[src/rtl/ram_access_ctrl_pkg.sv]
// ram_ctrl_pkg: shared size/state encodings and lane count for the RAM access controller
package ram_ctrl_pkg;
  localparam int LANES = 4;
  typedef enum logic [1:0] {SZ_BYTE = 2'b00, SZ_HALF = 2'b01, SZ_WORD = 2'b10, SZ_ILL = 2'b11} size_e;
  typedef enum logic [2:0] {IDLE, SETUP, STROBE, RELEASE, CAPTURE, RESP} state_e;
  function automatic logic [2:0] nbytes(size_e s);
    return s == SZ_BYTE ? 3'd1 : s == SZ_HALF ? 3'd2 : 3'd4;
  endfunction
endpackage

[src/rtl/ram_access_ctrl_if.sv]
// ram_access_ctrl_if: core request/response handshake plus the 4-lane level-sensitive RAM bus
interface ram_access_ctrl_if;
  import ram_ctrl_pkg::*;
  logic req_valid, req_ready, req_we, req_unsigned;
  logic [1:0] req_size;
  logic [31:0] req_addr, req_wdata;
  logic resp_valid, resp_err;
  logic [31:0] resp_rdata;
  logic ram_wr_en;
  logic [LANES-1:0][31:0] ram_index;
  logic [LANES-1:0][7:0] ram_entry, ram_entry_out;
  modport master (
    output req_valid, req_we, req_size, req_unsigned, req_addr, req_wdata, ram_entry_out,
    input  req_ready, resp_valid, resp_err, resp_rdata, ram_wr_en, ram_index, ram_entry
  );
  modport slave (
    input  req_valid, req_we, req_size, req_unsigned, req_addr, req_wdata, ram_entry_out,
    output req_ready, resp_valid, resp_err, resp_rdata, ram_wr_en, ram_index, ram_entry
  );
endinterface

[src/rtl/ram_access_ctrl_load_extend.sv]
// ram_load_extend: combinational 4-lane to 32-bit load extender (byte/half sign or zero, word as-is)
module ram_load_extend
  import ram_ctrl_pkg::*;
(
  input  size_e                 size_i,
  input  logic                  unsigned_i,
  input  logic [LANES-1:0][7:0] lane_i,
  output logic [31:0]           data_o
);
  always_comb
    data_o = size_i == SZ_BYTE ? {{24{~unsigned_i & lane_i[0][7]}}, lane_i[0]}
           : size_i == SZ_HALF ? {{16{~unsigned_i & lane_i[1][7]}}, lane_i[1], lane_i[0]}
           : lane_i;
endmodule

[src/rtl/ram_access_ctrl.sv]
// ram_access_ctrl: sequences loads/stores onto a clockless 4-lane byte RAM with stable index/entry around wr_en.
// Optional MISALIGN_TRAP_EN turns misaligned half/word accesses into errors.
module ram_access_ctrl
  import ram_ctrl_pkg::*;
#(
  parameter int MEM_SIZE    = 1024,
  parameter int ENTRY_WIDTH = 8
) (
  input logic clk,
  input logic reset,
  ram_access_ctrl_if.slave bus
);
  if (ENTRY_WIDTH != 8) begin : g_bad_width
    $error("ram_access_ctrl: ENTRY_WIDTH must be 8");
  end
  state_e state_q, state_d;
  size_e size_q, req_sz;
  logic we_q, uns_q, err_q, wr_en_q, accept, bad;
  logic [32:0] last;
  logic [LANES-1:0][31:0] index_q, index_d;
  logic [LANES-1:0][7:0] entry_q, entry_d;
  logic [31:0] rdata_q, rdata_d, ext;
  ram_load_extend u_ext (.size_i(size_q), .unsigned_i(uns_q), .lane_i(bus.ram_entry_out), .data_o(ext));
  always_comb begin
    req_sz = size_e'(bus.req_size);
    accept = state_q == IDLE && bus.req_valid;
    last = {1'b0, bus.req_addr} + 33'(nbytes(req_sz)) - 33'd1;
    bad = req_sz == SZ_ILL || last >= 33'(MEM_SIZE);
`ifdef MISALIGN_TRAP_EN
    bad = bad || (req_sz == SZ_HALF && bus.req_addr[0]) || (req_sz == SZ_WORD && bus.req_addr[1:0] != 2'b00);
`endif
    // half duplicates byte1 onto lanes 1-3 so redundant lanes write identical data
    for (int k = 0; k < LANES; k++) begin
      index_d[k] = req_sz == SZ_WORD ? bus.req_addr + 32'(k)
                 : req_sz == SZ_HALF && k > 0 ? bus.req_addr + 32'd1 : bus.req_addr;
      entry_d[k] = req_sz == SZ_WORD ? bus.req_wdata[8*k +: 8]
                 : req_sz == SZ_HALF && k > 0 ? bus.req_wdata[15:8] : bus.req_wdata[7:0];
    end
    state_d = state_q == IDLE ? (accept ? (bad ? RESP : SETUP) : IDLE)
            : state_q == SETUP ? (we_q ? STROBE : CAPTURE)
            : state_q == STROBE ? RELEASE
            : state_q == RELEASE || state_q == CAPTURE ? RESP
            : IDLE;
    rdata_d = state_q == CAPTURE ? ext : accept ? '0 : rdata_q;
  end
  always_ff @(posedge clk or posedge reset)
    if (reset) begin
      state_q <= IDLE;
      size_q  <= SZ_BYTE;
      we_q    <= 1'b0;
      uns_q   <= 1'b0;
      err_q   <= 1'b0;
      wr_en_q <= 1'b0;
      rdata_q <= '0;
      index_q <= '0;
      entry_q <= '0;
    end else begin
      state_q <= state_d;
      wr_en_q <= state_d == STROBE;
      rdata_q <= rdata_d;
      if (accept) begin
        we_q   <= bus.req_we;
        size_q <= req_sz;
        uns_q  <= bus.req_unsigned;
        err_q  <= bad;
      end
      if (accept && !bad) begin
        index_q <= index_d;
        entry_q <= entry_d;
      end
    end
  always_comb begin
    bus.req_ready  = state_q == IDLE;
    bus.resp_valid = state_q == RESP;
    bus.resp_err   = state_q == RESP && err_q;
    bus.resp_rdata = state_q == RESP ? rdata_q : '0;
    bus.ram_wr_en  = wr_en_q;
    bus.ram_index  = index_q;
    bus.ram_entry  = entry_q;
  end
endmodule

[src/flat_wrapper.sv]
// flat-port wrapper written by rule: the top's interface ports become plain ports
module ram_access_ctrl_flat import ram_ctrl_pkg::*;
#(
  parameter int MEM_SIZE    = 1024,
  parameter int ENTRY_WIDTH = 8
)
  (clk, reset, bus_req_valid, bus_req_we, bus_req_size, bus_req_unsigned, bus_req_addr, bus_req_wdata, bus_ram_entry_out, bus_req_ready, bus_resp_valid, bus_resp_err, bus_resp_rdata, bus_ram_wr_en, bus_ram_index, bus_ram_entry);
  ram_access_ctrl_if bus_i ();
  input logic clk;
  input logic reset;
  input wire logic [$bits(bus_i.req_valid)-1:0] bus_req_valid;
  input wire logic [$bits(bus_i.req_we)-1:0] bus_req_we;
  input wire logic [$bits(bus_i.req_size)-1:0] bus_req_size;
  input wire logic [$bits(bus_i.req_unsigned)-1:0] bus_req_unsigned;
  input wire logic [$bits(bus_i.req_addr)-1:0] bus_req_addr;
  input wire logic [$bits(bus_i.req_wdata)-1:0] bus_req_wdata;
  input wire logic [$bits(bus_i.ram_entry_out)-1:0] bus_ram_entry_out;
  output wire logic [$bits(bus_i.req_ready)-1:0] bus_req_ready;
  output wire logic [$bits(bus_i.resp_valid)-1:0] bus_resp_valid;
  output wire logic [$bits(bus_i.resp_err)-1:0] bus_resp_err;
  output wire logic [$bits(bus_i.resp_rdata)-1:0] bus_resp_rdata;
  output wire logic [$bits(bus_i.ram_wr_en)-1:0] bus_ram_wr_en;
  output wire logic [$bits(bus_i.ram_index)-1:0] bus_ram_index;
  output wire logic [$bits(bus_i.ram_entry)-1:0] bus_ram_entry;
  assign bus_i.req_valid = bus_req_valid;
  assign bus_i.req_we = bus_req_we;
  assign bus_i.req_size = bus_req_size;
  assign bus_i.req_unsigned = bus_req_unsigned;
  assign bus_i.req_addr = bus_req_addr;
  assign bus_i.req_wdata = bus_req_wdata;
  assign bus_i.ram_entry_out = bus_ram_entry_out;
  assign bus_req_ready = bus_i.req_ready;
  assign bus_resp_valid = bus_i.resp_valid;
  assign bus_resp_err = bus_i.resp_err;
  assign bus_resp_rdata = bus_i.resp_rdata;
  assign bus_ram_wr_en = bus_i.ram_wr_en;
  assign bus_ram_index = bus_i.ram_index;
  assign bus_ram_entry = bus_i.ram_entry;
  ram_access_ctrl #(.MEM_SIZE(MEM_SIZE), .ENTRY_WIDTH(ENTRY_WIDTH)) u_core (.clk(clk), .reset(reset), .bus(bus_i));
endmodule
[config.mk]
export PLATFORM = sky130hd
export DESIGN_NAME = ram_access_ctrl_flat
export DESIGN_NICKNAME = d
export VERILOG_FILES = /design/src/rtl/ram_access_ctrl_pkg.sv /design/src/rtl/ram_access_ctrl_if.sv /design/src/rtl/ram_access_ctrl_load_extend.sv /design/src/rtl/ram_access_ctrl.sv /design/src/flat_wrapper.sv
export SDC_FILE = /design/constraint.sdc
export NUM_CORES = 1
export LEC_CHECK = 0
export ABC_CLOCK_PERIOD_IN_PS = 16600
export CELL_PAD_IN_SITES_DETAIL_PLACEMENT = 1
export CELL_PAD_IN_SITES_GLOBAL_PLACEMENT = 2
export CORE_ASPECT_RATIO = 1.1
export CORE_MARGIN = 10
export CORE_UTILIZATION = 33
export CTS_CLUSTER_DIAMETER = 120
export CTS_CLUSTER_SIZE = 30
export DETAILED_ROUTE_END_ITERATION = 12
export GPL_TIMING_DRIVEN = 0
export PLACE_DENSITY = 0.93
export SYNTH_ARGS = -nofsm -noshare
export SYNTH_HDL_FRONTEND = slang
export SYNTH_SLANG_ARGS = --single-unit
[constraint.sdc]
create_clock -name clk -period 16.6 [get_ports clk]
set_input_delay 3.32 -clock clk [delete_from_list [all_inputs] [get_ports clk]]
set_output_delay 3.32 -clock clk [all_outputs]
set_load 0.05 [all_outputs]
; After elaboration in Yosys (flattened, before gate mapping)
; Cells that the tools add are included.
[totals]
regBits = 201
output_inout_bits = 196
elab_cells = 66
inputBits = 103
[op_classes]
bitwise_logic = 3
n_reduce_logical = 10
mux = 22
magnitude_cmp = 1
add_sub_neg = 5
n_eq_ne = 10
[ops]
columns = operator, n
row1 = 32-bit 2-to-1 mux, 9
row2 = "32-bit by 2-bit adder with 32-bit output, second input constant", 2
row3 = 32-bit by 3-bit adder with 33-bit output, 1
row4 = "33-bit by 11-bit greater-or-equal comparator with 1-bit output, second input constant", 1
row5 = "33-bit by 1-bit subtractor with 33-bit output, second input constant", 1
row6 = "32-bit by 1-bit adder with 32-bit output, second input constant", 1
row7 = 8-bit 2-to-1 mux, 4
row8 = 3-bit 2-to-1 mux, 9
row9 = "3-bit by 2-bit == test with 1-bit output, second input constant", 3
row10 = "3-bit == test, second input constant", 2
row11 = "2-bit by 1-bit == test with 1-bit output, second input constant", 2
row12 = "2-bit == test, second input constant", 2
row13 = 2-bit logical NOT, 2
row14 = "3-bit by 1-bit == test with 1-bit output, second input constant", 1
row15 = 1-bit logical AND, 3
row16 = 3-bit logical NOT, 1
row17 = 1-bit AND, 2
row18 = 1-bit logical OR, 2
row19 = 2-bit nonzero test, 1
row20 = 1-bit logical NOT, 1
row21 = 1-bit NOT, 1

; Longest topological paths before layout
[logic_depth]
depth_word = 11
depth_mapped = 21
ltp_nobuf = 17

; Hierarchy
; Synthesis repeated with hierarchy kept, for this count alone.
[hier_totals]
cells_unflattened = 1313
area_unflattened_um2 = 12618.4
[by_module_without_submodules]
columns = module, area_each_um2, n_inst, cells_each
row1 = ram_access_ctrl, 12254.3, 1, 1246
row2 = ram_load_extend, 364.1, 1, 67

; Worst setup path after synthesis
; OpenSTA, ideal clock, no wires.
[synth_timing]
path_type = input -> register
startpoint = in bus_req_size[0]
endpoint = reg u_core.index_q, in the netlist u_core.bus.ram_index[2]
n_path_buf = 4
required_ns = 16.472
arrival_time_ns = 7.472
cell_stages = 21
setup_ns = 0.128
setup_slack_ns = 9.001
cell_sequence = clkbuf_1 -> nor2b_1 -> clkbuf_1 -> inv_1 -> ha_1 -> inv_1 -> ha_1 -> inv_1 -> fa_1 -> nor2b_1 -> o31ai_1 -> a2111oi_1 -> nor4_1 -> o21bai_2 -> mux2i_1 -> nor4_1 -> nand4b_1 -> nor4_4 -> buf_4 -> buf_4 -> mux2_1
[synth_between]
elab_chain_cells = 9
elab_cells_between_ends = 11
classes_between = add/sub (2) / order compare (1) / eq/ne (2) / mux (2) / reduce/logical (4)
[synth_rtl]
columns = item, line_no
row1 = start: declaration, flat_wrapper.sv:13  ; input wire logic [$bits(bus_i.req_size)-1:0] bus_req_size;
row2 = 2-bit by 1-bit == test with 1-bit output, ram_access_ctrl_pkg.sv:7  ; return s == SZ_BYTE ? 3'd1 : s == SZ_HALF ? 3'd2 : 3'd4;
row3 = 3-bit 2-to-1 mux (2 in a row), ram_access_ctrl_pkg.sv:7
row4 = 32-bit by 3-bit adder with 33-bit output, ram_access_ctrl.sv:27  ; last = {1'b0, bus.req_addr} + 33'(nbytes(req_sz)) - 33'd1;
row5 = 33-bit by 1-bit subtractor with 33-bit output, ram_access_ctrl.sv:27
row6 = 33-bit by 11-bit greater-or-equal comparator with 1-bit output, ram_access_ctrl.sv:28  ; bad = req_sz == SZ_ILL || last >= 33'(MEM_SIZE);
row7 = 1-bit logical OR (*), ram_access_ctrl.sv:28
row8 = 1-bit logical NOT (*), ram_access_ctrl.sv:67  ; if (accept && !bad) begin
row9 = 1-bit logical AND (*), ram_access_ctrl.sv:67
row10 = end signal: assignment, ram_access_ctrl.sv:68  ; index_q <= index_d;
row11 = end: declaration, ram_access_ctrl.sv:20  ; logic [LANES-1:0][31:0] index_q, index_d;
; Every way passes the cells marked *; elsewhere a longest branch is shown, timed or not.
; A chain may end at the register's enable or synchronous reset.

; Worst setup path after layout
[layout_timing]
startpoint = in bus_req_size[1]
endpoint = reg u_core.index_q, in the netlist u_core.bus.ram_index[30]
; The elaborated chain is that of the path after synthesis.

==> run summary <==
status: finished, final reports clean
WS Path Type: in2reg
Synth Register Bits: 200
Clk network pwr share: 28.7%
Pint: 924 uW
die height: 220 um
critical path arrival: 10.19 ns
First DRT Iteration DRCs: 333
final WL: 44.5 mm
initial core utilization: 33.3%
most frequent CP cell: inv_1
setup bufs post-CTS: 0
RSZ-0062 raised after global routing: no
synth warn: 0
nets@finish: 1650
Critical Path End Type: register
CTS tree: built
endpoints failing hold: 0
Clock transition at path regs: 0.08 ns
FF-to-FF End: u_core.bus.ram_index[30]
Skew-Pair Late Insertion Delay: 0.46 ns
syn avg cell area: 10.3 um^2
mapped cell area: 0.0120 mm^2
library cells used by synthesis: 57
DR vias: 9939
fin crit share: 59.4%
Max Clock Skew: 0.0126 ns
Power, Total: 1470 uW
initial antenna violation count: 1
vias per cell: 5.02
sw frac: 37.1%
max cap viols: 0
number of synthesized flops with an enable pin: 0
fin crit period: 9.86 ns
CTS sink cnt: 200
worst setup path startpoint: bus_req_size[1]
# DRC: 0
share of cells above drive strength 1: 9.17%
worst reg-to-reg path cell count: 9
Resized cells post-CTS: 0
Critical Path Stages: 21
CTS Buffer Depth: 2
critical register-to-register path startpoint: u_core.state_q[2]
delay-heaviest family, CP: simple AND/OR/NAND/NOR gates
Worst Max-Slew Pin Slew: 1.26 ns
Die Wd: 202 um
WL per Instance: 22.5 um
total die area: 0.0443 mm^2
prevailing post-synth register cell: dfrtp_1
H-tree depth: 4
ordered list of cells on the worst path: clkdlybuf4s50_1, buf_1, nor2_1, inv_1, ha_1, inv_1, ha_1, inv_1, fa_1, nor2b_1, o31ai_1, a2111oi_1, nor4_1, o21bai_2, mux2i_1, nor4_1, nand4b_1, nor4_4, buf_4, buf_4, mux2_1
# hold bufs at CTS: 0
CP endpoint: u_core.bus.ram_index[30]
reported leakage power: 0.00723 uW
Core Region: 0.0360 mm^2
CP Launch Type: input port
Seq/Total Area, Yosys: 41.8%
Setup WS post-layout: 6.74 ns
Post-Syn Instances: 1165
Fmax achieved: 101 MHz
Max Fanout on Critical Path: 10
crit path buf inv count: 7
global-route wire length before repair: 67.7 mm
Seq pwr share: 38.1%
Layout area overhead: 34.9%
Antenna diodes: 0
Final Wtd Congestion: 0.886
GRT Residual Overflow: 0
Power Dens Cells: 91.0 mW/mm^2
Placement Setup Slack: 6.29 ns
min-delay worst type: reg2reg
Slew Viols, Final: 0
antenna viol nets, final: 0
CP max stage cell: a2111oi_1
Worst R2R Setup Slack: 13.48 ns
root buffer cell: clkbuf_16
slowest stage delay, CP: 0.88 ns
worst rel slew slack: 15.3%
maximum VDD drop: 69.8 uV
Gate power share: 33.2%
vias in the first global route: 11000
Core Rows: 73
total CTS buffers: 17
setup violators final: 0
HPWL Detailed: 35.3 mm
setup tns final: 0 ns
port bufs: 296
fraction of registers with async set/reset: 100%
overall routing resource usage: 19.9%
Psw: 546 uW
WP data required: 16.93 ns
Syn Nets: 1334
# IOs: 299
largest net degree at the start of global routing: 106
DRT Pass-1 Iters: 4
stage by stage:
stage / instance area, um^2 / hold WS [ns] / cells / utilization [%]
floorplan: 12000 / 0.430 / 1165 / -
global placement: 15500 / 0.443 / 1948 / 43.2
detailed placement: 15600 / 0.448 / 1949 / 43.3
CTS: 16200 / 0.466 / 1981 / 44.9
global route: 16200 / 0.485 / 1981 / 44.9
finish: 16200 / 0.463 / 1981 / 44.9
power groups by stage:
stage | Sequential [uW] | Combinational [uW] | Clock [uW]
6_report | 561 | 488 | 421
5_1_grt | 567 | 533 | 455
4_1_cts | 561 | 493 | 433
3_5_place_dp | 570 | 491 | 0
3_3_place_gp | 568 | 476 | 0
2_1_floorplan | 564 | 321 | 0
cell usage in the layout, fill, tap and decap left out, types with 6 or more instances in the layout:
cell type / synthesis / final
buf_2: 6 / 6
a22o_1: 24 / 24
xnor2_1: 99 / 99
o21a_1: 8 / 8
ha_1: 65 / 65
mux2_1: 83 / 83
and2_1: 40 / 40
nand4_1: 17 / 17
nor4_1: 6 / 6
xor2_1: 6 / 6
nor3_1: 14 / 14
clkbuf_16: 0 / 17
and3_1: 8 / 8
inv_1: 67 / 66
o21ai_0: 36 / 36
dfrtp_1: 200 / 200
a21o_1: 8 / 8
a21oi_1: 50 / 50
mux2_2: 80 / 80
nand2_1: 101 / 101
nand3_1: 27 / 27
clkdlybuf4s50_1: 0 / 296
clkbuf_1: 37 / 38
buf_4: 12 / 12
nor2_1: 62 / 62
nand2b_1: 23 / 23
mux2i_1: 22 / 22
synth_stat cells, types with 3 or more instances:
cell	number	area [um^2]
o211ai_1	4	30.0
nor4_1	6	37.5
a31oi_1	5	31.3
o21ai_0	36	180
mux2i_1	22	220
o21bai_1	3	22.5
and4_1	3	26.3
o31ai_1	3	22.5
nor2b_1	5	31.3
a22o_1	24	210
inv_1	67	251
a21o_1	8	60.1
and2_1	40	250
nor3_1	14	70.1
and3_1	8	50.1
nand2_1	101	379
a21boi_0	3	22.5
xnor2_1	99	867
buf_4	12	90.1
mux2_1	83	935
clkbuf_1	37	139
o21a_1	8	60.1
nand2b_1	23	144
o22ai_1	4	25.0
xor2_1	6	52.6
a21oi_1	50	250
mux2_2	80	901
dfrtp_1	200	5000
nand3_1	27	135
nand4_1	17	106
buf_2	6	30.0
ha_1	65	813
nor2_1	62	233
or2_2	3	18.8
nand3b_1	3	22.5
worst register-to-register path, stage by stage (launching register included):
cell	delay, ns
dfrtp_1	0.36
clkbuf_1	0.17
nor3_1	0.29
and2_1	0.17
clkbuf_1	0.34
inv_1	0.15
nor4_4	0.53
buf_4	0.34
buf_4	0.29
mux2_1	0.37
area by class of cell:
type / instances / area, um^2
plain buffers: 56 / 263
well taps: 487 / 609
clock inverters: 14 / 140
clock buffers: 18 / 429
inverters: 67 / 259
multi-input cells: 842 / 6460
flip-flops and latches: 200 / 5000
fillers: 4095 / 19800
repair buffers: 297 / 2990
per-layer routing:
metal / track usage [%] / vias up / part of all wire, %
li1: - / 4632 / -
met2: 35.3 / 262 / 50
met1: 22.9 / 5013 / 42
met5: 0 / - / 0.022
met3: 5.96 / 30 / 6.6
met4: 4.96 / 2 / 1.5
flip-flops by register name, indices dropped and copies added, names as in the netlist:
name                  cells
u_core.bus.ram_entry     32
u_core.bus.ram_index    127
u_core.bus.ram_wr_en      1
u_core.err_q              1
u_core.rdata_q           32
u_core.size_q             2
u_core.state_q            3
u_core.uns_q              1
u_core.we_q               1
worst min path at each step:
stage | from | end | slack, ns | cells past startpoint
4_1_cts | u_core.rdata_q[10] | u_core.rdata_q[10] | 0.47 | 2
2_1_floorplan | u_core.rdata_q[10] | u_core.rdata_q[10] | 0.43 | 2
5_1_grt | u_core.rdata_q[11] | u_core.rdata_q[11] | 0.49 | 2
6_report | u_core.rdata_q[11] | u_core.rdata_q[11] | 0.46 | 2
3_5_place_dp | u_core.rdata_q[10] | u_core.rdata_q[10] | 0.45 | 2
3_3_place_gp | u_core.rdata_q[9] | u_core.rdata_q[9] | 0.44 | 2
logic make-up after synthesis:
group / share of synthesized area [%]
AOI/OAI and AO/OA: 9.01
xor gates and xnor gates: 7.68
adders and majority gates: 6.96
buffers and inverters: 4.29
DFF: 41.8
muxes: 17.2
and+or+nand+nor: 13.1
No activity file was read; power rests on OpenSTA's default activity.
